===== config.mk =====
export PLATFORM = sky130hd
export DESIGN_NAME = bus_arbiter_rr
export DESIGN_NICKNAME = d
export VERILOG_FILES = /design/src/rtl/bus_arbiter_rr.sv
export SDC_FILE = /design/constraint.sdc
export NUM_CORES = 1
export LEC_CHECK = 0
export ABC_AREA = 1
export CAP_MARGIN = 20
export CORE_MARGIN = 1.5
export CORE_UTILIZATION = 61
export DETAILED_ROUTE_END_ITERATION = 8
export PLACE_DENSITY = 0.83
export SYNTH_ARGS = -nofsm -noshare
export SYNTH_HDL_FRONTEND = slang
export SYNTH_SLANG_ARGS = --single-unit

===== constraint.sdc =====
create_clock -name clk -period 5.8 [get_ports clk]
set_input_delay 1.74 -clock clk [delete_from_list [all_inputs] [get_ports clk]]
set_output_delay 1.74 -clock clk [all_outputs]
set_load 0.005 [all_outputs]

===== src/rtl/bus_arbiter_rr.sv =====
// Four-master round-robin bus arbiter with tenure limit
// and slave-ready timeout watchdog.
module bus_arbiter_rr #(
  parameter int unsigned MAX_HOLD = 16,
  parameter int unsigned TIMEOUT  = 255
) (
  input  logic       clk,
  input  logic       reset_,
  input  logic [3:0] mReq_,
  output logic [3:0] mGrnt_,
  input  logic       sAs_,
  input  logic       sRdy_,
  output logic       toRdy_,
  output logic       busErr,
  output logic [1:0] errOwner,
  output logic [7:0] errCnt,
  output logic [1:0] owner,
  output logic       ownerValid
);

  typedef enum logic [1:0] {
    IDLE,
    GRANT,
    XFER,
    TOUT
  } state_e;

  localparam logic [7:0] HOLD_MAX  = 8'(MAX_HOLD);
  localparam logic [7:0] HOLD_LAST = 8'(MAX_HOLD - 1);
  localparam logic [9:0] TO_MAX    = 10'(TIMEOUT);

  state_e     state_q, state_d;
  logic [1:0] owner_q, owner_d;
  logic [3:0] grnt_q, grnt_d;
  logic [7:0] hold_q, hold_d;
  logic [9:0] to_q, to_d;
  logic [1:0] eown_q, eown_d;
  logic [7:0] ecnt_q, ecnt_d;
  logic       tordy_q, tordy_d;
  logic       berr_q, berr_d;

  logic [3:0] req;
  logic [3:0] others;
  logic [7:0] hold_inc;

  // First requester after base, wrapping back to base last.
  function automatic logic [1:0] rr_pick(
    input logic [3:0] r,
    input logic [1:0] base
  );
    logic [1:0] idx;
    logic       found;
    rr_pick = base;
    found   = 1'b0;
    for (int i = 1; i <= 4; i++) begin
      idx = base + 2'(i);
      if (!found && r[idx]) begin
        rr_pick = idx;
        found   = 1'b1;
      end
    end
  endfunction

  assign req      = ~mReq_;
  assign others   = req & ~(4'b0001 << owner_q);
  assign hold_inc = (hold_q >= HOLD_MAX) ? hold_q
                                         : hold_q + 8'd1;

  // Next-state, ownership, tenure and watchdog decisions.
  always_comb begin
    state_d = state_q;
    owner_d = owner_q;
    hold_d  = hold_q;
    to_d    = to_q;
    eown_d  = eown_q;
    ecnt_d  = ecnt_q;
    unique case (state_q)
      IDLE: begin
        hold_d = 8'd0;
        if (|req) begin
          state_d = GRANT;
          owner_d = rr_pick(req, owner_q);
        end
      end
      GRANT: begin
        if (!sAs_) begin
          hold_d = hold_inc;
          if (sRdy_) begin
            state_d = XFER;
            to_d    = 10'd1;
          end
        end else if (!req[owner_q]) begin
          hold_d = 8'd0;
          if (|others) begin
            owner_d = rr_pick(others, owner_q);
          end else begin
            state_d = IDLE;
          end
        end else if (hold_q >= HOLD_LAST
                     && |others) begin
          owner_d = rr_pick(others, owner_q);
          hold_d  = 8'd0;
        end else begin
          hold_d = hold_inc;
        end
      end
      XFER: begin
        hold_d = hold_inc;
        if (!sRdy_) begin
          state_d = GRANT;
          to_d    = 10'd0;
        end else if (to_q >= TO_MAX) begin
          state_d = TOUT;
          eown_d  = owner_q;
          if (ecnt_q != 8'hFF) begin
            ecnt_d = ecnt_q + 8'd1;
          end
        end else begin
          to_d = to_q + 10'd1;
        end
      end
      TOUT: begin
        state_d = GRANT;
        to_d    = 10'd0;
      end
      default: begin
        state_d = IDLE;
      end
    endcase
  end

  // Registered grant and termination outputs follow next state.
  always_comb begin
    grnt_d  = 4'hF;
    tordy_d = 1'b1;
    berr_d  = 1'b0;
    if (state_d != IDLE) begin
      grnt_d = ~(4'b0001 << owner_d);
    end
    if (state_d == TOUT) begin
      tordy_d = 1'b0;
      berr_d  = 1'b1;
    end
  end

  // State and output registers; reset drops the grant at once.
  always_ff @(posedge clk or posedge reset_) begin
    if (reset_) begin
      state_q <= IDLE;
      owner_q <= 2'd3;
      grnt_q  <= 4'hF;
      hold_q  <= 8'd0;
      to_q    <= 10'd0;
      eown_q  <= 2'd0;
      ecnt_q  <= 8'd0;
      tordy_q <= 1'b1;
      berr_q  <= 1'b0;
    end else begin
      state_q <= state_d;
      owner_q <= owner_d;
      grnt_q  <= grnt_d;
      hold_q  <= hold_d;
      to_q    <= to_d;
      eown_q  <= eown_d;
      ecnt_q  <= ecnt_d;
      tordy_q <= tordy_d;
      berr_q  <= berr_d;
    end
  end

  assign mGrnt_     = grnt_q;
  assign ownerValid = ~&grnt_q;
  assign owner      = owner_q;
  assign toRdy_     = tordy_q;
  assign busErr     = berr_q;
  assign errOwner   = eown_q;
  assign errCnt     = ecnt_q;

endmodule


---- Word level (Yosys, flattened, before mapping) ----
Cells that the tools add are included.
word-level totals
  bits in registers ....................... 38
  bits of input ports ..................... 8
  logic and storage cells ................. 158
  output and inout port bits .............. 19
operators by class
  muxes and demuxes ....................... 92
  shifts and indexed selects .............. 2
  magnitude comparators ................... 7
  equality and inequality tests ........... 8
  $add $sub $neg .......................... 6
  reduce and logical (&&, ||, !) cells .... 30
  bitwise gates (word level) .............. 4
operators by type and width
  operator                                                                              number
  1-bit 2-to-1 mux                                                                      48
  2-bit 2-to-1 mux                                                                      23
  10-bit 2-to-1 mux                                                                     4
  8-bit 2-to-1 mux                                                                      4
  10-bit one-hot mux with 3 select lines                                                1
  8-bit one-hot mux with 3 select lines                                                 1
  8-bit by 1-bit adder with 8-bit output, second input constant                         2
  1-bit binary-select mux with 2-bit select                                             8
  2-bit by 3-bit < comparator with 1-bit output, second input constant                  4
  4-bit NOT                                                                             3
  4-bit AND reduction                                                                   3
  10-bit by 1-bit adder with 10-bit output, second input constant                       1
  10-bit by 8-bit greater-or-equal comparator with 1-bit output, second input constant  1
  1-bit logical AND                                                                     10
  1-bit zero test                                                                       10
  8-bit by 4-bit greater-or-equal comparator with 1-bit output, second input constant   1
  8-bit by 5-bit greater-or-equal comparator with 1-bit output, second input constant   1
  8-bit != test, second input constant                                                  1
  2-bit one-hot mux with 4 select lines                                                 1
  4-bit OR reduction                                                                    2
  1-bit by 2-bit left shift with 4-bit output, first input constant                     2
  2-bit equality test, second input constant                                            3
  3-bit nonzero test                                                                    2
  2-bit adder, second input constant                                                    2
  10 further kinds                                                                      11

---- Longest topological paths before layout ----
Gate-level depths: netlist of the first run.
  depth after elaboration ................. 34
  depth in mapped cells ................... 18
  mapped depth without buffers ............ 17

---- Least setup slack after synthesis of the first run ----
No wires, ideal clock.
  path type ............................... input to register
  start ................................... in mReq_[3]
  end ..................................... reg grnt_q[0] (netlist: mGrnt_[0])
  library setup time ...................... 0.088 ns
  slack ................................... 2.927 ns
  data arrival time ....................... 2.785 ns
  path buffers ............................ 0
  data required time ...................... 5.712 ns
  cell stages on the path ................. 14
  path through ............................ nor2_1 > nand2_1 > nand2_1 > nand2_1 > nand2_2 > inv_2 > nor2_2 > nand2_1 > nand2_1 > nand2_1 > nand2_1 > nand2_2 > nor2_1 > nand3_1
on the way
  word-level cells in the longest chain between the ends .. 33
  elaborated cells between the ends (all ways) .. 103
  those cells by class .................... shift: 1; mux: 77; bitwise: 3; reduce/logical: 22
RTL lines
  element                                          line    text
  start: declaration                               9       input logic [3:0] mReq_,
  4-bit NOT (*)                                    64      assign req = ~mReq_;
  4-bit bitwise AND                                65      assign others = req & ~(4'b0001 << owner_q);
  1-bit binary-select mux with 2-bit select        57      if (!found && r[idx]) begin
  1-bit 2-to-1 mux (implied by the code)           57
  1-bit 2-to-1 mux                                 57
  1-bit 2-to-1 mux (on tied branches)              94, 99
  1-bit 2-to-1 mux                                 92      end else if (!req[owner_q]) begin
  1-bit 2-to-1 mux                                 86      if (!sAs_) begin
  [19 not listed]                                  --
  2-bit 2-to-1 mux                                 92
  2-bit 2-to-1 mux                                 86
  2-bit one-hot mux with 2 select lines (*)        77      unique case (state_q)
  via owner_d[1]                                   33      logic [1:0] owner_q, owner_d;
  1-bit by 2-bit left shift with 4-bit output (*)  138     grnt_d = ~(4'b0001 << owner_d);
  4-bit NOT (*)                                    138
  4-bit 2-to-1 mux (*)                             137     if (state_d != IDLE) begin
  via grnt_d[0]                                    34      logic [3:0] grnt_q, grnt_d;
  end signal: assignment                           161     grnt_q <= grnt_d;
  end: declaration                                 34
Mark *: on every way through the listed nets, which the timed path passes. The rest lies on a longest branch. The select of a mux whose other input is x is not followed.
A chain may end at the register's enable or synchronous reset.

---- Worst setup path after layout of the first run ----
  start ................................... reg owner_q[0] (netlist: owner[0])
  end ..................................... out owner[0]
RTL lines
  element                   line  text
  start: declaration        33
  start signal: assignment  160   owner_q <= owner_d;
  end: declaration          17    output logic [1:0] owner,
No word-level cell between the ends.

==> flow_summary_export.csv, run 1 <==
group,metric,value,unit
outcome,status,"finished, final reports clean",
floorplanning,initial_core_util,62.7,%
clock_network,clock_latency,300,ps
worst_setup_path,timing.critical_path.cells,"clkdlybuf4s50_1",
sta,finalHoldViolCount,0,
synthesis,yosys.cell_count.top_type,"nand2_1",
sta,slew_violations,0,
clock_network,htree_levels,2,
sta,min_period_over_period,59.0,%
finish,diodes,0,
synthesis,syn_area,2490,µm²
synthesis,synth_nets,353,
sta,fmax,292,MHz
drt,wirelength,4940,µm
global_routing,grt_max_degree,39,
place,port_buffers,26,
worst_setup_path,criticalPathCategory,"register to output pin",
sta,setup_tns,0,ps
synthesis,yosys_register_bits,38,
floorplanning,pin_count,27,
drt,wire_per_inst,12.0,µm
global_routing,grt_overflow,0,
clock_network,cts_resized,0,
drt,initialDrtViolationCount,148,
clock_network,clockBufferDepth,2,
sta,min_period,3420,ps
finish,drive_above_1_share,11.4,%
synthesis,synth_cell_types,36,
drt,avgViaCountPerCell,5.21,
clock_network,clock-sinks,38,
clock_network,cts_hold_buf,0,
sta,fin_worst_skew,8.13,ps
worst_setup_path,reg2reg_slack,3130,ps
clock_network,cts_tree,"built",
worst_setup_path,critPathCapture,"owner[0]",
synthesis,yosys_warnings,0,
worst_setup_path,worst_setup_path_start_kind,"register",
sta,setup_violations,0,
floorplanning,core-area,3970,µm²
drt,dr_total_vias,2140,
floorplanning,die-height,66.9,µm
worst_hold_path,holdCritPathClass,"register to register",
global_routing,track_usage,24.8,%
worst_setup_path,endpoint_kind,"output pin",
power,peakVddDrop,0.000260,V
worst_setup_path,critPathMaxStageDelay,800,ps
synthesis,ys_seq_area_share,38.5,%
flow_run,drv_cap,0,
synthesis,async_flop_share,100,%
global_routing,antenna_found_initial,0,
worst_setup_path,required,4060,ps
sta,tightest_slew,455,ps
global_routing,grt_pass1_wl,8340,µm
finish,area_growth,16.7,%
synthesis,synth_top_area_share,31.1,%
finish,fin_nets,381,
finish,nFillCells,326,
floorplanning,row_count,23,
drt,drcViolationCount,0,
place,gp_congestion,0.858,
synthesis,avgSynthCellArea,7.50,µm²
clock_network,numCtsBuffers,5,
worst_setup_path,crit_fanout,21,
floorplanning,die_area,4480,µm²
place,hpwl,3620,µm
worst_setup_path,setup.worst_path.start,"owner[0]",
floorplanning,dieWidth,66.9,µm
worst_setup_path,path_depth,1,
global_routing,grt_pass1_vias,1897,
power,powerDensity,493,nW/µm²
synthesis,synth-edff-count,0,
clock_network,path_clk_slew,80,ps
synthesis,postSynthCellCount,332,
synthesis,ys.flop_type,"dfrtp_1",
sta,relSlewSlack,69.4,%
worst_setup_path,ff2ff_path_depth,11,
power,p_total,1.43,mW
synthesis,ys_top_cells_by_count,"nand2_1, inv_1, nor2_1",
worst_setup_path,rr_endpoint,"mGrnt_[2]",
sta,grt_setup_unrepaired,"no",
clock_network,root_buffer,"clkbuf_8",
power,p_leak,1.46,nW
worst_setup_path,path_buf_inv,1,
synthesis,yosysTopAreaCell,"dfrtp_1",
worst_setup_path,arrival,1680,ps
synthesis,netlist_top_cells_area,"dfrtp_1, nand2_1, dfstp_2",
drt,first_pass_iters,4,
drt,drtAntennaViolNets,0,
worst_setup_path,r2r-start,"owner[0]",
worst_setup_path,slowest_stage,"dfstp_2",
clock_network,postCtsSetupBuffers,0,
sta,whs,496,ps
worst_setup_path,crit_family,"flip-flops",
[stage by stage]
stage / worst slack [ps] / utilization, % / instances / area, µm²
floorplan: 2930 / - / 332 / 2490
global placement: 2230 / 69.6 / 403 / 2760
global route: 2270 / 73.2 / 411 / 2910
finish: 2380 / 73.2 / 411 / 2910
CTS: 2370 / 73.2 / 411 / 2910
detailed placement: 2240 / 69.6 / 403 / 2760
[tightest hold or removal path, stage by stage, from the launching register on]
cell and delay [ps]:
dfrtp_1 320, inv_1 40, nor2_1 90
[logic make-up (layout without fill, tap and decap cells)]
group	after synthesis	in the layout	share of synthesized area [%]
flops	38	38	38.5
simple gates	178	178	31.2
fa+ha+maj	13	13	6.53
mux	3	3	1.66
xor+xnor	9	9	3.16
compound gates	45	45	10.5
buf+inv	46	75	8.44
[report_power, final]
group	switching [mW]	internal, mW
clock network	0.0952	0.183
registers	0.0638	0.329
logic	0.480	0.283
total	0.639	0.795
[state kept, by name (all words and copies together), names as in the netlist]
signal	count
to_q	10
errCnt	8
hold_q	8
mGrnt_	4
errOwner	2
owner	2
state_q	2
busErr	1
toRdy_	1
[final cells by class]
class	count	area [µm²]	share of cell area, %
clock inverter	2	60.1	2.07
sequential	38	960	33.0
clock buffer	6	82.6	2.84
inverter	40	153	5.25
tap	50	62.6	2.15
multi-input combinational	248	1320	45.5
timing repair buffer	27	268	9.21
[worst min path at each step]
stage                end  cells after the start       from
2_1_floorplan    to_q[3]                      1    to_q[3]
3_3_place_gp   hold_q[7]                      2  hold_q[7]
3_5_place_dp   hold_q[6]                      2  hold_q[6]
4_1_cts          to_q[3]                      1    to_q[3]
5_1_grt        hold_q[7]                      2  hold_q[7]
6_report       hold_q[7]                      2  hold_q[7]
[placed cells by master (no fill, tap or decap), drive strengths merged, types with 2 or more instances in the layout]
master         count
nand3             21
ha                13
nor2              38
nand2            104
o21a               2
clkdlybuf4s50     26
clkbuf             6
nor4               3
dfstp              7
o21ai             21
nor3               7
mux2               3
a21oi             15
xor2               9
o211ai             3
nand4              3
inv               40
bufinv             2
dfrtp             31
[routing by layer]
| layer | routed length, µm | GRT usage [%] |
|---|---|---|
| met1 | 2340 | 32.1 |
| met3 | 229 | 8.95 |
| met5 | 0 | 0 |
| met4 | 34 | 4.34 |
| met2 | 2330 | 40.3 |
(Power assumes the default switching activity.)
==> run 2: changes to the inputs <==
--- a/config.mk
+++ b/config.mk
@@ -8,9 +8,9 @@
 export ABC_AREA = 1
 export CAP_MARGIN = 20
 export CORE_MARGIN = 1.5
-export CORE_UTILIZATION = 61
+export CORE_UTILIZATION = 57
 export DETAILED_ROUTE_END_ITERATION = 8
-export PLACE_DENSITY = 0.83
+export PLACE_DENSITY = 0.78
 export SYNTH_ARGS = -nofsm -noshare
 export SYNTH_HDL_FRONTEND = slang
 export SYNTH_SLANG_ARGS = --single-unit
==> constraint.sdc (replaced) <==
create_clock -name clk -period 3.4 [get_ports clk]
set_input_delay 1.02 -clock clk [delete_from_list [all_inputs] [get_ports clk]]
set_output_delay 1.02 -clock clk [all_outputs]
set_load 0.005 [all_outputs]
==> flow_summary_export.csv, run 2 (synthesis results as in run 1) <==
group,metric,value,unit
place,hpwl,3670,µm
power,powerDensity,819,nW/µm²
outcome,status,"finished, final reports clean",
sta,relSlewSlack,65.6,%
place,gp_congestion,0.913,
clock_network,htree_levels,2,
sta,slew_violations,0,
worst_setup_path,critical_path.most_common_cell,"a21oi_1",
flow_run,drv_cap,0,
drt,avgViaCountPerCell,5.30,
global_routing,grt_max_degree,39,
sta,min_period,2630,ps
worst_setup_path,worst_setup_path_start_kind,"primary input",
worst_setup_path,criticalPathCategory,"primary input to register",
global_routing,grt_pass1_vias,2114,
sta,fin_worst_skew,9.69,ps
global_routing,antenna_found_initial,0,
worst_setup_path,slowest_stage,"clkdlybuf4s50_1",
worst_setup_path,path_buf_inv,2,
sta,finalHoldViolCount,0,
worst_setup_path,crit_fanout,4,
drt,wirelength,4940,µm
floorplanning,initial_core_util,61.0,%
sta,grt_setup_unrepaired,"no",
drt,drtAntennaViolNets,0,
sta,setup_violations,0,
floorplanning,core-area,4090,µm²
clock_network,cts_resized,0,
clock_network,path_clk_slew,70,ps
sta,setup_tns,0,ps
clock_network,postCtsSetupBuffers,0,
floorplanning,die_area,4780,µm²
finish,drive_above_1_share,11.3,%
power,p_leak,1.45,nW
worst_setup_path,endpoint_kind,"register",
worst_hold_path,holdCritPathClass,"register to register",
finish,fin_cells,412,
finish,final_common_cell,"nand2_1",
place,dp_cells,404,
worst_setup_path,required,3600,ps
power,peakVddDrop,0.000520,V
clock_network,cts_hold_buf,0,
clock_network,clockBufferDepth,2,
floorplanning,row_count,23,
drt,initialDrtViolationCount,120,
clock_network,cts_tree,"built",
clock_network,clock_latency,290,ps
floorplanning,pin_count,27,
sta,tightest_slew,511,ps
worst_setup_path,crit_family,"simple AND/OR/NAND/NOR gates",
finish,diodes,0,
global_routing,grt_overflow,0,
drt,dr_total_vias,2183,
finish,final_cell_mix,"nand2_1, inv_1, nor2_1",
place,port_buffers,26,
finish,area_growth,15.9,%
sta,fmax,380,MHz
floorplanning,dieWidth,69.1,µm
worst_setup_path,critPathMaxStageDelay,550,ps
finish,regMostFlops,"to_q",
drt,wire_per_inst,12.0,µm
clock_network,root_buffer,"clkbuf_8",
finish,fin_nets,382,
finish,largest_reg_flops,10,
worst_setup_path,arrival,2830,ps
clock_network,clock-sinks,38,
global_routing,track_usage,22.1,%
floorplanning,die-height,69.1,µm
drt,first_pass_iters,4,
sta,min_period_over_period,77.4,%
global_routing,grt_pass1_wl,8800,µm
clock_network,numCtsBuffers,5,
worst_setup_path,timing.critical_path.cells,"clkdlybuf4s50_1, inv_1, nor4_1, a21oi_1, a21oi_2, nor2_1, a21oi_1, nand3_1",
drt,drcViolationCount,0,
-- run 2: cell count changes in the layout (fill, tap and decap cells not counted) --
cell,change
buf_4,+1
bufinv_16,-1
clkbuf_1,+1
-- run 2: worst paths after layout --
kind	startpoint	end	slack, ps	depth (start not counted)
max	mReq_[2]	mGrnt_[2]	770	8
max in group asynchronous	reset_	toRdy_	1900	3
min reg2reg	to_q[3]	to_q[3]	500	1
min in group asynchronous	reset_	to_q[8]	1140	3
min	to_q[3]	to_q[3]	500	1
max reg2reg	owner[1]	mGrnt_[2]	870	11
-- run 2: per-stage QoR --
stage	instance area (µm²)	power, mW	util (%)	setup WS, ps	hold WS [ps]
global route	2890	2.59	70.7	599	507
detailed placement	2770	1.96	67.8	495	484
floorplan	2490	1.67	-	1200	455
global placement	2770	1.94	67.8	445	473
finish	2890	2.37	70.7	770	496
CTS	2890	2.36	70.7	790	496
-- run 2: where the power goes --
group	leakage, nW	internal (mW)	switching [mW]
sequential	0.492	0.560	0.0755
combinational	0.903	0.489	0.852
clock	0.0585	0.239	0.149
total	1.45	1.29	1.08
-- run 2: layout make-up --
cell class | count | area (µm²)
clock buffer | 7 | 86.3
multi-input combinational | 248 | 1320
timing repair buffer | 28 | 275
sequential | 38 | 960
tap | 50 | 62.6
fill | 350 | 1200
inverter | 40 | 153
clock inverter | 1 | 30.0
-- run 2: per-layer routing --
layer / wire (µm) / global-route usage, % / up-vias
met4: 64 / 7.41 / 0
li1: - / - / 1120
met3: 220 / 4.82 / 7
met5: 0 / 0 / -
met1: 2290 / 27.9 / 1007
met2: 2360 / 37.5 / 49
==> run 3: changes to the inputs <==
==> constraint.sdc (replaced) <==
create_clock -name clk -period 2.7 [get_ports clk]
set_input_delay 0.81 -clock clk [delete_from_list [all_inputs] [get_ports clk]]
set_output_delay 0.81 -clock clk [all_outputs]
set_load 0.005 [all_outputs]
==> flow_summary_export.csv, run 3 (synthesis results as in run 1) <==
group,metric,value,unit
sta,whs,495,ps
worst_setup_path,criticalPathCategory,"primary input to register",
clock_network,postCtsSetupBuffers,0,
global_routing,use_met2,38.2,%
worst_setup_path,crit_fanout,3,
clock_network,cts_resized,0,
drt,initialDrtViolationCount,93,
drt,dr_total_vias,2189,
floorplanning,initial_core_util,61.0,%
drt,wire_per_inst,11.8,µm
finish,nFillCells,340,
finish,diodes,0,
clock_network,numCtsBuffers,5,
floorplanning,pin_count,27,
place,hpwl,3590,µm
place,gp_congestion,0.864,
power,p_leak,1.45,nW
finish,drive_above_1_share,12.1,%
finish,fin_cells,413,
outcome,status,"finished, final reports clean",
global_routing,use_met3,4.39,%
place,port_buffers,26,
finish,final_common_cell,"nand2_1",
power,powerDensity,1010,nW/µm²
global_routing,top_usage_layer,"met2",
global_routing,met1_usage,29.0,%
sta,setup_violations,0,
clock_network,clock_latency,280,ps
place,pre_cts_ws,-47.5,ps
sta,setup_ws,240,ps
floorplanning,die-height,69.1,µm
drt,wirelength,4880,µm
floorplanning,dieWidth,69.1,µm
finish,fin_nets,383,
clock_network,htree_levels,2,
sta,slew_violations,0,
global_routing,track_usage,22.2,%
clock_network,cts_hold_buf,0,
clock_network,root_buffer,"clkbuf_8",
global_routing,grt_overflow,0,
finish,area_growth,15.5,%
drt,first_pass_iters,4,
floorplanning,core-area,4090,µm²
drt,drcViolationCount,0,
worst_setup_path,arrival,2660,ps
finish,largest_reg_flops,10,
worst_setup_path,required,2900,ps
flow_run,drv_cap,0,
global_routing,antenna_found_initial,0,
sta,fin_worst_skew,7.27,ps
sta,finalHoldViolCount,0,
place,dp_cells,405,
clock_network,path_clk_slew,70,ps
clock_network,clockBufferDepth,2,
drt,avgViaCountPerCell,5.30,
sta,grt_setup_unrepaired,"no",
sta,fmax,406,MHz
global_routing,grt_max_degree,39,
floorplanning,die_area,4780,µm²
power,peakVddDrop,0.000640,V
sta,min_period_over_period,91.1,%
sta,tightest_slew,562,ps
global_routing,grt_pass1_vias,2108,
global_routing,grt_pass1_wl,8850,µm
finish,final_cell_mix,"nand2_1, inv_1, nor2_1",
floorplanning,row_count,23,
drt,drtAntennaViolNets,0,
sta,relSlewSlack,62.2,%
worst_hold_path,holdCritPathClass,"register to register",
finish,regMostFlops,"to_q",
clock_network,clock-sinks,38,
worst_setup_path,endpoint_kind,"register",
worst_setup_path,worst_setup_path_start_kind,"primary input",
finish,final_util,70.4,%
clock_network,cts_tree,"built",
sta,min_period,2460,ps
## run 3: power breakdown
part / switching, mW / internal [mW]
logic: 1.08 / 0.635
registers: 0.0947 / 0.705
clock network: 0.192 / 0.205
## run 3: worst max-delay path, cell delays in order
cell and delay, ps:
clkdlybuf4s50_1 500, inv_1 80, nor4_1 530, a21oi_1 150, a21oi_2 190, nor2_1 100, a21oi_1 190, nand3_1 110
## run 3: layout make-up
class / instances / area [µm²] / area share (%)
flip-flops and latches: 38 / 960 / 33.4
repair buffers: 29 / 283 / 9.83
multi-input cells: 248 / 1320 / 46.0
clock inverters: 2 / 12.5 / 0.435
inverters: 40 / 153 / 5.31
well taps: 50 / 62.6 / 2.17
clock buffers: 6 / 82.6 / 2.87
## run 3: worst paths after layout
path	startpoint	to	slack, ps	depth (start not counted)
max reg2reg	owner[1]	mGrnt_[2]	260	11
min reg2reg	hold_q[5]	hold_q[5]	490	2
min	hold_q[5]	hold_q[5]	490	2
max in group asynchronous	reset_	toRdy_	1400	3
min in group asynchronous	reset_	to_q[1]	940	3
max	mReq_[0]	mGrnt_[2]	240	8
## run 3: routing by layer
metal	vias up	part of all wire, %
li1	1124	-
met1	1011	47
met2	48	48
met3	6	3.6
met4	0	1.3
met5	-	0
## run 3: stage by stage
stage               TNS [ps]  total power, mW  area, µm²
floorplan                  0             2.10       2490
finish                     0             2.91       2880
detailed placement     -56.5             2.50       2780
global route               0             3.23       2880
global placement       -61.9             2.46       2780
CTS                        0             2.92       2870
